--- config.mk ---
export PLATFORM = sky130hd
export DESIGN_NAME = dmem_arbiter
export DESIGN_NICKNAME = d
export VERILOG_FILES = /design/src/rtl/dmem_arbiter.sv
export SDC_FILE = /design/constraint.sdc
export NUM_CORES = 1
export LEC_CHECK = 0
export ABC_AREA = 1
export CAP_MARGIN = 5
export CORE_MARGIN = 2
export CORE_UTILIZATION = 37
export CTS_CLUSTER_DIAMETER = 150
export DETAILED_ROUTE_END_ITERATION = 8
export GPL_TIMING_DRIVEN = 0
export MAX_ROUTING_LAYER = met4
export PLACE_DENSITY = 0.86
export SLEW_MARGIN = 5
export SYNTH_ARGS = -nofsm -noshare
export SYNTH_HDL_FRONTEND = slang
export SYNTH_SLANG_ARGS = --single-unit
--- constraint.sdc ---
create_clock -name clk -period 2.2 [get_ports clk]
set_input_delay 0.44 -clock clk [delete_from_list [all_inputs] [get_ports clk]]
set_output_delay 0.44 -clock clk [all_outputs]
set_load 0.05 [all_outputs]
--- src/rtl/dmem_arbiter.sv ---
// rtl/dmem_arbiter.sv - data RAM arbiter between CPU MEM stage and DMA/debug port (optional stats: DMEM_ARB_STATS_EN)
module dmem_arbiter #(
    parameter int RAM_SIZE_BIT = 8,
    parameter int MAX_WAIT     = 4,
    parameter int BURST_MAX    = 8
) (
    input  logic                    clk,
    input  logic                    reset,
    input  logic                    cpu_req,
    input  logic                    cpu_we,
    input  logic [RAM_SIZE_BIT-1:0] cpu_addr,
    input  logic [31:0]             cpu_wdata,
    output logic                    cpu_stall,
    output logic [31:0]             cpu_rdata,
    output logic                    cpu_rvalid,
    input  logic                    dma_valid,
    input  logic                    dma_we,
    input  logic                    dma_lock,
    input  logic [RAM_SIZE_BIT-1:0] dma_addr,
    input  logic [31:0]             dma_wdata,
    output logic                    dma_ready,
    output logic [31:0]             dma_rdata,
    output logic                    dma_rvalid,
    output logic                    ram_en,
    output logic                    ram_we,
    output logic [RAM_SIZE_BIT-1:0] ram_addr,
    output logic [31:0]             ram_din,
    input  logic [31:0]             ram_dout,
    output logic [15:0]             stat_stall_cnt,
    output logic [15:0]             stat_dma_cnt
);

    typedef enum logic [0:0] {ST_CPU, ST_DMA_BURST} state_t;
    typedef enum logic [1:0] {OWN_NONE, OWN_CPU, OWN_DMA} owner_t;

    localparam logic [3:0] MAX_WAIT_W  = 4'(MAX_WAIT);
    localparam logic [7:0] BURST_MAX_W = 8'(BURST_MAX);

    state_t      state, state_d;
    owner_t      rd_owner;
    logic [3:0]  wait_cnt;
    logic [7:0]  beat_cnt;
    logic        idle_q;
    logic        lock_out;
    logic        grant_cpu, grant_dma, burst_exit;
    logic [31:0] cpu_rdata_q, dma_rdata_q;

    // Grant decision and burst control; everything is suppressed while reset is high
    always_comb begin
        state_d    = state;
        grant_cpu  = 1'b0;
        grant_dma  = 1'b0;
        burst_exit = 1'b0;
        if (!reset) begin
            case (state)
                ST_CPU: begin
                    // lock_out keeps the DMA off the RAM for one cycle after a burst
                    if (!lock_out && dma_valid && (!cpu_req || wait_cnt == MAX_WAIT_W))
                        grant_dma = 1'b1;
                    else if (cpu_req)
                        grant_cpu = 1'b1;
                    if (grant_dma && dma_lock) begin
                        if (BURST_MAX > 1)
                            state_d = ST_DMA_BURST;
                        else
                            burst_exit = 1'b1;
                    end
                end
                ST_DMA_BURST: begin
                    grant_dma = dma_valid;
                    if (!dma_lock || (dma_valid && (beat_cnt + 8'd1) >= BURST_MAX_W) ||
                        (!dma_valid && idle_q)) begin
                        state_d    = ST_CPU;
                        burst_exit = 1'b1;
                    end
                end
                default: state_d = ST_CPU;
            endcase
        end
    end

    // RAM port mux, handshakes and read-data return paths
    always_comb begin
        ram_en     = grant_cpu | grant_dma;
        ram_we     = 1'b0;
        ram_addr   = '0;
        ram_din    = '0;
        if (grant_cpu) begin
            ram_we   = cpu_we;
            ram_addr = cpu_addr;
            ram_din  = cpu_wdata;
        end else if (grant_dma) begin
            ram_we   = dma_we;
            ram_addr = dma_addr;
            ram_din  = dma_wdata;
        end
        cpu_stall  = !reset && cpu_req && !grant_cpu;
        dma_ready  = grant_dma;
        cpu_rvalid = !reset && (rd_owner == OWN_CPU);
        dma_rvalid = !reset && (rd_owner == OWN_DMA);
        cpu_rdata  = reset ? 32'h0 : (cpu_rvalid ? ram_dout : cpu_rdata_q);
        dma_rdata  = reset ? 32'h0 : (dma_rvalid ? ram_dout : dma_rdata_q);
    end

    // State, starvation counter, burst beat tracking and read ownership
    always_ff @(posedge clk) begin
        if (reset) begin
            state       <= ST_CPU;
            wait_cnt    <= '0;
            beat_cnt    <= '0;
            idle_q      <= 1'b0;
            lock_out    <= 1'b0;
            rd_owner    <= OWN_NONE;
            cpu_rdata_q <= '0;
            dma_rdata_q <= '0;
        end else begin
            state    <= state_d;
            lock_out <= burst_exit;
            if (!dma_valid || grant_dma)
                wait_cnt <= '0;
            else if (wait_cnt < MAX_WAIT_W)
                wait_cnt <= wait_cnt + 4'd1;
            if (state_d == ST_CPU)
                beat_cnt <= '0;
            else if (state == ST_CPU)
                beat_cnt <= 8'd1;
            else if (grant_dma)
                beat_cnt <= beat_cnt + 8'd1;
            idle_q <= (state == ST_DMA_BURST) && (state_d == ST_DMA_BURST) && !dma_valid;
            if (grant_cpu && !cpu_we)
                rd_owner <= OWN_CPU;
            else if (grant_dma && !dma_we)
                rd_owner <= OWN_DMA;
            else
                rd_owner <= OWN_NONE;
            cpu_rdata_q <= cpu_rdata;
            dma_rdata_q <= dma_rdata;
        end
    end

`ifdef DMEM_ARB_STATS_EN
    logic [15:0] stall_cnt_q, dma_cnt_q;

    // Saturating event counters for stall cycles and accepted DMA beats
    always_ff @(posedge clk) begin
        if (reset) begin
            stall_cnt_q <= '0;
            dma_cnt_q   <= '0;
        end else begin
            if (cpu_stall && stall_cnt_q != 16'hFFFF)
                stall_cnt_q <= stall_cnt_q + 16'd1;
            if (dma_ready && dma_cnt_q != 16'hFFFF)
                dma_cnt_q <= dma_cnt_q + 16'd1;
        end
    end

    assign stat_stall_cnt = stall_cnt_q;
    assign stat_dma_cnt   = dma_cnt_q;
`else
    assign stat_stall_cnt = 16'h0;
    assign stat_dma_cnt   = 16'h0;
`endif

endmodule

# After elaboration in Yosys (flattened, before gate mapping)
# Cells that the tools add are included.
[word_totals]
register_bits = 81
inputBits = 119
output_inout_bits = 142
[classes]
addsub = 2
order_cmp = 2
eq_ne = 4
n_mux = 29
bitwise = 3
n_reduce_logical = 29
[op_table]
columns = ["operator", "n"]
rows = [
  ["$mux W32", 6],
  ["$mux W1", 17],
  ["$mux W8", 2],
  ["$logic_and A1 B1 Y1", 13],
  ["$add A8 B1 Y8 const B", 1],
  ["$ge A8 B4 Y1 const B", 1],
  ["$logic_not A1 Y1", 8],
  ["$pmux W1 S2", 3],
  ["$reduce_or A2 Y1", 3],
  ["$add A4 B1 Y4 const B", 1],
  ["$eq A4 B3 Y1 const B", 1],
  ["$logic_or A1 B1 Y1", 4],
  ["$lt A4 B3 Y1 const B", 1],
  ["$reduce_or A3 Y1", 1],
  ["$eq A2 B1 Y1 const B", 1],
  ["$eq A2 B2 Y1 const B", 1],
  ["$mux W2", 1],
  ["$ne A2 B1 Y1 const B", 1],
  ["$not A1 Y1", 2],
  ["$or A1 B1 Y1", 1],
]

# Depth between registers and ports, before layout
[depth]
word_depth = 12
mapped_depth = 11
depth_no_buf = 11

# Least setup slack after synthesis
# No wires, ideal clock.
[synth_path]
path_type = "reg-to-output"
start = "reg rd_owner[1]"
end = "out cpu_rdata[17]"
arrival_ps = 1853
t_required_ps = 1760
setup_slack_ps = -93
path_stages_with_launch = 8
path_cell_list = "dfxtp_1 inv_1 nand2_1 inv_1 buf_2 clkbuf_1 o21ai_0 a21oi_1"
[synth_via]
elab_chain_len = 4
[synth_lines]
columns = ["element", "line_no", "rtl"]
rows = [
  ["start: declaration", "40", "owner_t rd_owner;"],
  ["start signal: assignment", "113", "rd_owner <= OWN_NONE;"],
  ["start signal: assignment", "131", "rd_owner <= OWN_CPU;"],
  ["start signal: assignment", "133", "rd_owner <= OWN_DMA;"],
  ["$eq A2 B1 Y1", "99", "cpu_rvalid = !reset && (rd_owner == OWN_CPU);"],
  ["$logic_and A1 B1 Y1", "99", ""],
  ["$mux W32 (2 in series)", "101", "cpu_rdata = reset ? 32'h0 : (cpu_rvalid ? ram_dout : cpu_rdata_q);"],
  ["end: declaration", "14", "output logic [31:0] cpu_rdata,"],
]
# No other way between the ends.

# Worst setup path in the final report
[layout_path]
start = "reg wait_cnt[0]"
end = "out ram_din[27]"
[layout_via]
elab_chain_len = 10
elab_cells_between_ends = 13
[layout_lines]
columns = ["element", "line_no", "rtl"]
rows = [
  ["start: declaration", "41", "logic [3:0] wait_cnt;"],
  ["start signal: assignment", "122", "wait_cnt <= wait_cnt + 4'd1;"],
  ["$eq A4 B3 Y1 *", "58", "if (!lock_out && dma_valid && (!cpu_req || wait_cnt == MAX_WAIT_W))"],
  ["$logic_or A1 B1 Y1 *", "58", ""],
  ["$logic_and A1 B1 Y1 *", "58", ""],
  ["$mux W1", "58", ""],
  ["$mux W1", "55", "case (state)"],
  ["$mux W1", "54", "if (!reset) begin"],
  ["$pmux W1 S2", "55", ""],
  ["$mux W1", "54", ""],
  ["$mux W32", "92", "end else if (grant_dma) begin"],
  ["$mux W32 *", "88", "if (grant_cpu) begin"],
  ["end: declaration", "27", "output logic [31:0] ram_din,"],
]
# Mark *: on every way between the ends. The rest lies on a longest branch, timed or not. The select of a mux whose other input is x is not followed.

==> summary.md <==
| Metric | Value |
|---|---|
| Crit path required time | `1760 ps` |
| # clock sinks | `81` |
| Failing checks | `negative setup slack` |
| Die X | `approximately 110 um` |
| EDFF count, synth | `0` |
| Synth Flop Type | `dfxtp_1` |
| Core area | `between 10,000 and 15,000 um2` |
| Sequential area share after synthesis | `0.405` |
| Worst slew margin | `0.660` |
| Gr usage total | `0.290` |
| Via density | `roughly 5` |
| Starting Density | `0.384` |
| Total Wirelength | `17.3 mm` |
| CP Buf/Inv Count | `4` |
| Reg2Reg Capture Point | `beat_cnt[1]` |
| Simple-gate share of the synthesized area | `0.117` |
| Ports | `around 260` |
| Worst slack, placed | `-1310 ps` |
| Largest family of logic cells by synthesized area | `compound AO/OA/AOI/OAI gates` |
| MaxCap Viol Count | `0` |
| Hold Vio Cnt, Final | `0` |
| CP peak stage delay | `340 ps` |
| Worst Path Class, Setup | `reg -> out` |
| GRT overflow | `0` |
| Final Util | `0.712` |
| Placer Congestion | `about 0.85` |
| Met3 wire length | `1.52 mm` |
| Hold worst-path end | `idle_q` |
| Iter 0 DRT Violations | `between 200 and 250` |
| Total die area | `11,700 um2` |
| Crit-path cells | `inv_2 > ha_4 > nand3_2 > nand2_2 > nand2_4 > nand4_1 > inv_4 > buf_8 > a22o_1 > buf_6` |
| Hold_sp | `dma_valid` |
| Post-Syn Area | `4000 um2` |
| Met1 Routed Length | `6.24 mm` |
| Crit path DAT | `1990 ps` |
| Worst VDD drop | `roughly 0.37 mV` |
| CP endpoint kind | `primary output` |
| Mapped Cells | `533` |
| Pre-Repair DR Iteration Count | `4` |
| Vias | `4,888` |
| CTS Root Cell | `clkbuf_8` |
| Post-DRT Antenna Nets | `0` |
| Layout fillers | `851` |
| Hold crit path type | `in -> reg` |
| Reg2reg start | `beat_cnt[0]` |
| DRC | `0` |
| Final setup violation count | `44` |
| CP top delay family | `buffers and inverters` |
| IO Port Bufs | `~230` |
| Finished Layout Cells | `968` |
| Hold Path Stages | `2` |
| Fmax | `411 MHz` |
| Worst-path clk slew | `80 ps` |
| Multiplexer share of the synthesized area | `0` |
| Chip height | `roughly 110 um` |
| DR top layer | `met4` |
| Final hold slack | `a little under 500 ps` |
| Num CTS Buffers | `9` |
| Final Max Slew Viols | `0` |
| WL per Instance | `17.9 um` |
| Flop2flop setup slack | `roughly 460 ps` |
| Initial antenna violation count | `3` |
| Cells after DPL | `928` |
| Post-synth cell types | `26` |
| Power density cells | `552 nW/um2` |
| Maximum root-to-sink buffer count | `2` |
| Setup_tns | `-8530 ps` |
| Largest net degree at the start of global routing | `14` |
| Layout cells sized above 1 | `0.346` |
| Slew at the pin closest to its max-slew limit | `512 ps` |
| Synth Area in Adders | `0.0125` |
| Cell row count | `37` |
| H-tree levels | `3` |
| Startpoint Class | `flip-flop` |
| Clock latency on the worst-skew pair | `350 ps` |
| Worst setup margin | `-231 ps` |
| Post-synthesis compound-gate area fraction | `0.322` |
| CP max FO | `10` |
| Area grow syn2layout | `85.4%` |
| Synth async-reset ratio | `0` |
| Synthesized area per cell | `7.50 um2` |
| Xor/xnor cell area share of the yosys netlist | `0.00219` |
| R2R depth | `11` |
| Final nets | `947` |
| Status | `complete, but fails checks` |
| CTS tree | `yes` |
| Hpwl dp | `roughly 13 mm` |
| Ratio of final minimum period to clock period | `1.10` |
| Clk_skew | `~7.3 ps` |
| Vias in the first global route | `4,874` |
| P_leak | `0.00338 uW` |
| WL met2 | `between 9 and 10 mm` |
| Post-synthesis register bit count | `81` |
| First-pass GRT wire length | `about 25 mm` |
| CP max-delay cell | `dfxtp_2` |
| Unrepaired setup endpoints after global routing | `yes` |
| Min Tclk post-route | `2430 ps` |
| Synth Warn # | `0` |
==> worst register-to-register path: stages (launching register included) <==
cell,delay (ps)
dfxtp_1,440
ha_1,240
nand2_1,100
nor2_2,110
nand2_1,70
nand2_1,60
nand2_1,60
nor2_1,100
nand2_1,70
nand2_2,90
nand3_4,140
a21oi_1,180
==> kinds of logic after synthesis <==
group | after synthesis
fa+ha+maj | 4
simple gates | 112
flops | 81
other cells | 1
compound gates | 224
xor+xnor | 1
buf+inv | 110
==> flip-flops by register name, summed over array words and instances (netlist names) <==
| register | cells |
|---|---|
| cpu_rdata_q | 32 |
| dma_rdata_q | 32 |
| beat_cnt | 8 |
| wait_cnt | 4 |
| rd_owner | 2 |
| idle_q | 1 |
| lock_out | 1 |
| state | 1 |
==> metrics by stage <==
stage | total power [uW] | instance area, um2
final | 4090 | 7420
after global routing | 4240 | 7420
after CTS | 4060 | 7180
after detailed placement | 2890 | 6700
after global placement | 2870 | 6700
after floorplan | 2370 | 4250
==> worst max-delay path by stage <==
stage           startpoint       endpoint  slack [ps]  cells past startpoint
6_report       wait_cnt[0]    ram_din[27]        -230                     10
5_1_grt        wait_cnt[0]    ram_addr[1]        -310                     10
4_1_cts        wait_cnt[0]     ram_din[7]        -240                     10
3_5_place_dp         reset  cpu_rdata[16]       -1310                      7
3_3_place_gp         reset  cpu_rdata[16]       -1300                      7
2_1_floorplan  rd_owner[1]  cpu_rdata[27]         -80                      6
==> layout by cell type, fill, tap and decap left out, types with 16 or more instances in the layout <==
| master | Yosys | final |
|---|---|---|
| a21oi_1 | 114 | 69 |
| a21oi_2 | 0 | 44 |
| a22o_1 | 40 | 37 |
| buf_4 | 34 | 90 |
| buf_6 | 1 | 74 |
| clkbuf_8 | 0 | 17 |
| clkdlybuf4s50_1 | 0 | 115 |
| conb_1 | 1 | 32 |
| dfxtp_1 | 81 | 77 |
| inv_1 | 41 | 36 |
| nand2_1 | 37 | 35 |
| nor2_1 | 56 | 48 |
| o21ai_0 | 65 | 49 |
| o21ai_1 | 1 | 16 |
==> what timing repair did <==
| action | in CTS | in global routing |
|---|---|---|
| setup buffers | 10 | 7 |
| resized for setup | 805 | 67 |
| endpoints found under the setup margin | 110 | 87 |
| gates cloned | 3 | 1 |
| pin swaps | 7 | 9 |
| hold buffers | 0 | 0 |
==> cell type report <==
type                    instances  area [um2]  area share
repair buffers                249        2430       0.328
multi-input cells             373        2210       0.298
flip-flops and latches         81        1630       0.219
plain buffers                  66         594      0.0801
inverters                      44         179      0.0241
well taps                     136         170      0.0229
clock buffers                  12         145      0.0196
clock inverters                 4        51.3     0.00692
diodes                          3        7.51     0.00101
==> routing by layer <==
layer  global-route usage  up-vias
li1                     -     2339
met1                0.301     2298
met2                0.518      219
met3               0.0735       32
met4                0.125        0
met5                    -        -
==> synth_stat cells, types with 2 or more instances <==
library cell | n | area (um2)
a21oi_1 | 114 | 571
dfxtp_1 | 81 | 1620
o21ai_0 | 65 | 325
nor2_1 | 56 | 210
inv_1 | 41 | 154
a22o_1 | 40 | 350
nand2_1 | 37 | 139
buf_4 | 34 | 255
clkbuf_1 | 22 | 82.6
nand3_1 | 9 | 45.0
buf_2 | 8 | 40.0
ha_1 | 4 | 50.1
inv_2 | 3 | 11.3
nand4_1 | 3 | 18.8
nor2_2 | 3 | 18.8
a21boi_0 | 2 | 15.0
nand2_2 | 2 | 12.5
==> report_power, final <==
group,internal (uW),switching [uW]
clock,559,545
combinational,572,877
sequential,1520,17.7
(Power assumes the default switching activity.)
